**src/rtl/cmp_alarm_fsm.sv**
```systemverilog
// Event tracker downstream of the 8-bit magnitude comparator: saturating outcome counters,
// a debounced alarm FSM (raise on HOLD greats, release on HOLD lesses) and a sticky flag error.
`timescale 1ns/1ps

module cmp_alarm_fsm #(
    parameter int unsigned HOLD  = 4,
    parameter int unsigned CNT_W = 8
) (
    input  logic             clk,
    input  logic             rst,
    input  logic             clr,
    input  logic             in_valid,
    input  logic             com,
    input  logic             great,
    input  logic             less,
    output logic             alarm,
    output logic [1:0]       state,
    output logic [CNT_W-1:0] eq_count,
    output logic [CNT_W-1:0] gt_count,
    output logic [CNT_W-1:0] lt_count,
    output logic             err
);

    localparam int unsigned RUN_W = $clog2(HOLD + 1);

    localparam logic [1:0] IDLE    = 2'd0;
    localparam logic [1:0] ARMING  = 2'd1;
    localparam logic [1:0] ALARM   = 2'd2;
    localparam logic [1:0] RELEASE = 2'd3;

    // Run value seen on the sample that completes a qualifying streak.
    localparam logic [RUN_W-1:0] RUN_LAST = RUN_W'(HOLD - 1);
    localparam logic [RUN_W-1:0] RUN_ONE  = RUN_W'(1);
    localparam logic [CNT_W-1:0] CNT_MAX  = {CNT_W{1'b1}};
    localparam logic [CNT_W-1:0] CNT_ONE  = CNT_W'(1);
    localparam bit               HOLD_ONE = (HOLD == 1);

    logic [1:0]       state_q, state_d;
    logic [RUN_W-1:0] run_q, run_d;
    logic [CNT_W-1:0] eq_q, eq_d;
    logic [CNT_W-1:0] gt_q, gt_d;
    logic [CNT_W-1:0] lt_q, lt_d;
    logic             err_q, err_d;

    logic one_hot;
    logic legal;
    logic illegal;

    // Odd parity without all three set means exactly one flag is high.
    assign one_hot = (com ^ great ^ less) & ~(com & great & less);
    assign legal   = in_valid & one_hot;
    assign illegal = in_valid & ~one_hot;

    always_comb begin
        state_d = state_q;
        run_d   = run_q;
        if (legal) begin
            case (state_q)
                IDLE: begin
                    if (great) begin
                        if (HOLD_ONE) begin
                            state_d = ALARM;
                            run_d   = '0;
                        end else begin
                            state_d = ARMING;
                            run_d   = RUN_ONE;
                        end
                    end
                end
                ARMING: begin
                    if (great) begin
                        if (run_q == RUN_LAST) begin
                            state_d = ALARM;
                            run_d   = '0;
                        end else begin
                            run_d = run_q + RUN_ONE;
                        end
                    end else begin
                        state_d = IDLE;
                        run_d   = '0;
                    end
                end
                ALARM: begin
                    if (less) begin
                        if (HOLD_ONE) begin
                            state_d = IDLE;
                            run_d   = '0;
                        end else begin
                            state_d = RELEASE;
                            run_d   = RUN_ONE;
                        end
                    end
                end
                RELEASE: begin
                    if (less) begin
                        if (run_q == RUN_LAST) begin
                            state_d = IDLE;
                            run_d   = '0;
                        end else begin
                            run_d = run_q + RUN_ONE;
                        end
                    end else if (great) begin
                        state_d = ALARM;
                        run_d   = '0;
                    end else begin
                        // An equal sample restarts the release streak but keeps the alarm up.
                        run_d = '0;
                    end
                end
                default: begin
                    state_d = IDLE;
                    run_d   = '0;
                end
            endcase
        end
    end

    always_comb begin
        eq_d  = eq_q;
        gt_d  = gt_q;
        lt_d  = lt_q;
        err_d = err_q | illegal;
        if (legal && com && (eq_q != CNT_MAX)) begin
            eq_d = eq_q + CNT_ONE;
        end
        if (legal && great && (gt_q != CNT_MAX)) begin
            gt_d = gt_q + CNT_ONE;
        end
        if (legal && less && (lt_q != CNT_MAX)) begin
            lt_d = lt_q + CNT_ONE;
        end
    end

    always_ff @(posedge clk or posedge rst) begin
        if (rst) begin
            state_q <= IDLE;
            run_q   <= '0;
            eq_q    <= '0;
            gt_q    <= '0;
            lt_q    <= '0;
            err_q   <= 1'b0;
        end else if (clr) begin
            state_q <= IDLE;
            run_q   <= '0;
            eq_q    <= '0;
            gt_q    <= '0;
            lt_q    <= '0;
            err_q   <= 1'b0;
        end else begin
            state_q <= state_d;
            run_q   <= run_d;
            eq_q    <= eq_d;
            gt_q    <= gt_d;
            lt_q    <= lt_d;
            err_q   <= err_d;
        end
    end

    assign state    = state_q;
    assign alarm    = state_q[1];
    assign eq_count = eq_q;
    assign gt_count = gt_q;
    assign lt_count = lt_q;
    assign err      = err_q;

endmodule

```
**config.mk**
```make
export PLATFORM = sky130hd
export DESIGN_NAME = cmp_alarm_fsm
export DESIGN_NICKNAME = d
export VERILOG_FILES = /design/src/rtl/cmp_alarm_fsm.sv
export SDC_FILE = /design/constraint.sdc
export NUM_CORES = 1
export LEC_CHECK = 0
export ABC_AREA = 1
export CORE_ASPECT_RATIO = 1.25
export CORE_MARGIN = 2
export CORE_UTILIZATION = 35
export DETAILED_ROUTE_END_ITERATION = 7
export GPL_TIMING_DRIVEN = 0
export PLACE_DENSITY = 0.6
export SLEW_MARGIN = 30
export SYNTH_ARGS = -nofsm -noshare
export SYNTH_HDL_FRONTEND = slang
export SYNTH_SLANG_ARGS = --single-unit
```
**constraint.sdc**
```tcl
create_clock -name clk -period 1.2 [get_ports clk]
set_input_delay 0.24 -clock clk [delete_from_list [all_inputs] [get_ports clk]]
set_output_delay 0.24 -clock clk [all_outputs]
set_load 0.01 [all_outputs]
```
==> results.yml <==
setup_path:
  slowest_delay_ns: 0.41
  cp.buffers_inverters: 1
  reg2regPathDepth: 8
  cp_slowest_cell: "dfrtp_1"
  worstPathRequired_ns: 1.42
  cpLargestDelayFamily: "simple AND/OR/NAND/NOR gates"
  cp_num_cells: 8
  crit_end: "gt_count[6]"
  crit_type: "reg -> reg"
  r2r-start: "gt_count[1]"
  path_cells: "ha_2 > nand2_2 > nor2_4 > nand3_4 > inv_2 > nor2_4 > nand3_1 > nand2_1"
  reg2reg_slack_ns: -0.15
  arrival_ns: 1.58
  path_max_fanout: 8
  end_kind: "flop"
  startpoint_type: "flop"
  crit_start: "gt_count[1]"
  path_common_cell: "nor2_4"
  r2r_end: "gt_count[6]"
layout:
  seqCellArea_um2: 762
  drive_above_1_share_pct: 46.4
  nets: 356
  finish.utilization_pct: 56.7
  n_antenna_cell: 0
  finalInstanceArea_mm2: 0.00304
  multiInputGateArea_mm2: 0.00136
  area_growth_pct: 59.1
  nFillCells: 513
  stdcell_count: 409
clock_tree:
  numClockSinks: 30
  cts_buffer_depth: 2
  path_clk_slew_ns: 0.07
  cts_root_buffer: "clkbuf_8"
  worstSkewPairLatency_ns: 0.29
  cts_tree: "yes"
  cts_buffers: 5
  ctsHoldBuffers: 0
  htree_levels: 2
global_route:
  grt_max_degree: 31
  antenna_found_initial: 0
  grt_usage_pct: 18.6
  grt_pass1_vias: 1964
  gr-total-overflow: 0
  grt_pass1_wl_um: 8940
sta:
  relSlewSlack_pct: 55.2
  grt_setup_unrepaired: "true"
  fin_worst_skew_ns: 0.00650
  fmax_mhz: 740
  finalHoldViolations: 0
  tightestPinTransition_ns: 0.671
  min_period_over_period_pct: 113
  drv_slew: 0
  setup_ws_ns: -0.151
  fin_crit_ns: 1.35
  setup_viol: 28
  whs_ns: 0.369
floorplan:
  dieArea_mm2: 0.00608
  dieHeight_um: 86.7
  fp-row-count: 30
  num_io_pins: 35
  chipWidth_um: 70.1
  initial_utilization_pct: 35.6
  coreArea_mm2: 0.00537
logic_synthesis:
  synthDistinctLibCells: 26
  synth_warnings: 0
  synth_area_mm2: 0.00191
  postSynthAreaPerCell_um2: 7.22
  ys_ff_latch: 30
  synth_fp_nets: 277
  syn_inst: 265
  seq_area_frac_synth_pct: 39.2
placement:
  dpl.hpwl_um: 3280
  place_congestion: 0.733
  io_buffers: 34
  pre_cts_ws_ns: -0.914
  place_inst: 363
  dpl-instance-area_mm2: 0.00247
detailed_routing:
  drt_first_pass_iters: 4
  vias_per_cell: 5.00
  num_vias: 2046
  wl_per_cell_um: 13.1
  ant_nets: 0
  drcViolationCount: 0
  drt_wl_total_um: 5360
  dr.first_iter.drc_count: 118
power:
  power_leakage_nw: 1.50
  vdd_ir_drop_max_v: 0.000470
  powerDensity_mw_per_mm2: 753
outcome:
  outcome: "finished with violations"
  violations: "negative setup slack"
worst_hold_path:
  hp-class: "in -> async"
job:
  maxCapViolCount: 0
[cells in the final DEF (no fill, tap or decap), types with 8 or more instances in the layout]
cell	Yosys	layout
nand2_1	67	50
buf_4	1	41
inv_1	31	24
nand3_2	2	24
nand3_1	51	24
dfrtp_1	30	21
nor2_1	21	18
clkdlybuf4s15_1	0	17
nand2_2	5	16
dfrtp_2	0	9
o21ai_1	8	8
[per-stage QoR]
| step | setup TNS, ns | total power, mW |
|---|---|---|
| after floorplan | -1.06 | 1.25 |
| after global placement | -41.75 | 1.36 |
| final | -1.94 | 2.29 |
| after CTS | -1.91 | 2.26 |
| after detailed placement | -25.98 | 1.36 |
| after global routing | -4.24 | 2.40 |
[worst min-delay path by stage]
stage,start,end,cells after the start
2_1_floorplan,rst,eq_count[1],1
3_3_place_gp,run_q[2],run_q[2],2
3_5_place_dp,run_q[2],run_q[2],2
4_1_cts,com,eq_count[0],5
5_1_grt,com,eq_count[0],5
6_report,rst,lt_count[5],2
[where the power goes]
group          total [mW]  internal (mW)  switching, mW  leakage (nW)
Clock               0.864          0.462          0.402        0.0482
Sequential           1.05           1.03         0.0152         0.400
Combinational       0.381          0.143          0.238          1.05
[state kept, by name (all words and copies together) (netlist names)]
name      cells
eq_count      8
err           1
gt_count      8
lt_count      8
run_q         3
state         2
[cell type report]
class                      count  area share (%)
multi-input combinational    194            44.5
sequential                    30            25.0
timing repair buffer          72            18.6
inverter                      35            4.73
clock buffer                   7            2.84
tap                           64            2.63
buffer                         6            1.44
clock inverter                 1           0.164
[synth_stat cells]
master	count	share of area, %
nand2_1	67	13
nand3_1	51	13
inv_1	31	6.1
dfrtp_1	30	39
nor2_1	21	4.1
o21ai_1	8	2.1
xor2_1	7	3.2
buf_2	5	1.3
ha_1	5	3.3
nand2_2	5	1.6
inv_2	4	0.78
nand3b_1	4	1.6
nor3_1	4	1.0
a21oi_1	3	0.78
nand4_1	3	0.98
nor2_2	3	0.98
nor2_4	3	1.8
nand3_2	2	1.0
o21ai_0	2	0.52
buf_4	1	0.39
nand2_4	1	0.59
nand4_2	1	0.65
o211ai_1	1	0.39
o21a_1	1	0.39
or2_0	1	0.33
or2_2	1	0.33
[logic make-up (layout without fill, tap and decap cells)]
logic type / after synthesis / count (layout) / share of synthesized area (%)
AOI/OAI and AO/OA: 15 / 15 / 4.19
xor gates and xnor gates: 7 / 7 / 3.20
adders and majority gates: 5 / 5 / 3.27
buffers and inverters: 41 / 121 / 8.57
DFF: 30 / 30 / 39.2
and+or+nand+nor: 167 / 167 / 41.5
[routing by layer]
layer	global-route usage (%)	vias to the layer above	part of all wire, %
li1	-	1012	-
met1	22.8	978	42
met2	32.2	47	52
met3	3.37	9	3.2
met4	7.52	0	2.3
met5	0	-	0
[timing repair]
item / in CTS / in global routing
setup endpoints to repair: 58 / 45
gates resized for setup: 114 / 47
setup buffers: 28 / 10
hold endpoints to repair: 0 / 0
pin swaps: 30 / 21
Power figures use the tool's default switching activity.
==> RTL edit, RTL diff (same settings) <==
Make the reset (`rst`) synchronous in one clocked block.
--- a/src/rtl/cmp_alarm_fsm.sv
+++ b/src/rtl/cmp_alarm_fsm.sv
@@ -131,7 +131,7 @@
         end
     end
 
-    always_ff @(posedge clk or posedge rst) begin
+    always_ff @(posedge clk) begin
         if (rst) begin
             state_q <= IDLE;
             run_q   <= '0;
Behaviour: differs if rst is asserted again (counterexample within 4 cycles, from zero or initial values and one cycle with rst high); with rst held inactive, the same outputs for 10 cycles.
==> RTL edit against the unedited design <==
The run still ends with negative setup slack left. Area after synthesis decreased by 8.6%. Final cell count decreased by 2.9%. Worst setup slack improved by 0.080 ns. Design area decreased by 8.3%. Sequential share of layout area decreased by 1.2 points. Clock skew decreased by 0.0026 ns. Via count decreased by 8.4%. Wire length decreased by 15%. Total power decreased by 6.4%. Sequential cell count unchanged. Largest power group unchanged.
==> RTL edit: results <==
{
  "status": "finished with violations",
  "violations": "negative setup slack",
  "setup_tns_ns": -0.320,
  "htreeDepth": 2,
  "gp_congestion": 0.805,
  "ir_drop_v": 0.000509,
  "min_path_type": "input port to flip-flop",
  "overflow": 0,
  "drv_slew": 0,
  "synthArstFlopShare_pct": 0,
  "synth.distinct_cells": 27,
  "seq_area_frac_synth_pct": 34.3,
  "synth_warnings": 0,
  "antenna_cells": 0,
  "clkSlewWorstSetupHoldPaths_ns": 0.07,
  "path_max_fanout": 5,
  "syn-num-nets": 290,
  "wirelength_um": 4550,
  "insertion_delay_ns": 0.28,
  "cts.path.max_buffers": 2,
  "drive_gt1_share_pct": 41.5,
  "grt_pass1_vias": 1691,
  "drt_pre_antenna_iters": 5,
  "routed-via-count": 1874,
  "power.leakage_nw": 1.16,
  "portBuffers": 34,
  "grt_max_degree": 11,
  "setup_viol_count_final": 10,
  "dpl.hpwl_um": 2820,
  "antenna_found_initial": 0,
  "synth_commonest_cells": "nand2_1, nor2_1, inv_1",
  "grt_pass1_wl_um": 7290,
  "nNetsFinal": 348,
  "ys_top_cells_by_area": "dfxtp_1, nand2_1, nor2_1",
  "setup_slack_ns": -0.0717,
  "ctsRootBufferMaster": "clkbuf_8",
  "cts-buffers-inserted": 5,
  "relSlewSlack_pct": 83.9,
  "grt_use_total_pct": 16.4,
  "p_int_mw": 1.58,
  "finalClockSkew_ns": 0.00392,
  "drtIter0Drc": 82,
  "critPathArrivalTime_ns": 1.48
}
[RTL edit: cell count changes after synthesis, moves of 3 or more]
cell,unedited run,this run
inv_1,31,38
inv_2,4,1
o21ai_1,8,0
nand2_2,5,2
nand3b_1,4,0
xor2_1,7,2
dfrtp_1,30,0
dfxtp_1,0,30
a21oi_1,3,18
nand3_1,51,31
buf_2,5,1
nand2_1,67,70
nor2_1,21,57
[RTL edit: cells by family after synthesis]
logic type / Yosys count / share of synthesized area, %
simple gates: 170 / 41.9
buf+inv: 44 / 10.6
flops: 30 / 34.3
compound gates: 27 / 8.58
fa+ha+maj: 5 / 3.58
xor+xnor: 2 / 1.00
[RTL edit: final timing paths]
| check | startpoint | end | slack (ns) | depth (start not counted) |
|---|---|---|---|---|
| worst min-delay path | great | gt_count[0] | 0.35 | 5 |
| worst min register to register | run_q[2] | run_q[2] | 0.44 | 2 |
| worst max-delay path | lt_count[1] | lt_count[0] | -0.07 | 7 |
| worst max register to register | lt_count[1] | lt_count[0] | -0.07 | 7 |
[RTL edit: critical path: stages (launching register included)]
cell,delay (ns)
dfxtp_4,0.36
ha_4,0.17
nand2_4,0.07
inv_4,0.04
nand3_4,0.11
nand2_8,0.08
or2_1,0.24
a21oi_1,0.13
[RTL edit: metrics by stage]
stage	power, mW	setup WS (ns)	std cells	util [%]	instance area, um2
floorplan	1.18	-0.0923	278	-	1840
global placement	1.27	-0.869	372	47.3	2250
detailed placement	1.27	-0.878	372	47.3	2250
CTS	2.15	-0.0615	390	52.5	2500
global route	2.26	-0.146	397	58.5	2790
finish	2.15	-0.0717	397	58.5	2790
[RTL edit: metal layers]
layer  up-vias  track usage (%)  routed length (um)
met4         0             5.57                  44
met3         5             4.20                 194
li1        992                -                   -
met1       844             20.1                1940
met5         -                0                   0
met2        33             27.4                2370
[RTL edit: timing repair]
action,CTS,global route
setup buffers,7,7
gates cloned,3,0
pin swaps,9,32
setup endpoints to repair,58,46
gates resized for setup,95,88
[RTL edit: power by group through the flow]
| stage | combinational (mW) | clock [mW] | sequential (mW) |
|---|---|---|---|
| CTS | 0.255 | 0.883 | 1.01 |
| global placement | 0.227 | 0 | 1.04 |
| floorplan | 0.144 | 0 | 1.04 |
| global route | 0.336 | 0.926 | 0.994 |
| detailed placement | 0.228 | 0 | 1.04 |
| finish | 0.304 | 0.848 | 0.993 |
[RTL edit: area by class of cell]
cell class	instances	area, um2
well taps	60	75.1
fillers	460	1980
flip-flops and latches	30	666
repair buffers	50	465
plain buffers	5	45.0
inverters	39	154
multi-input cells	205	1290
clock buffers	8	90.1
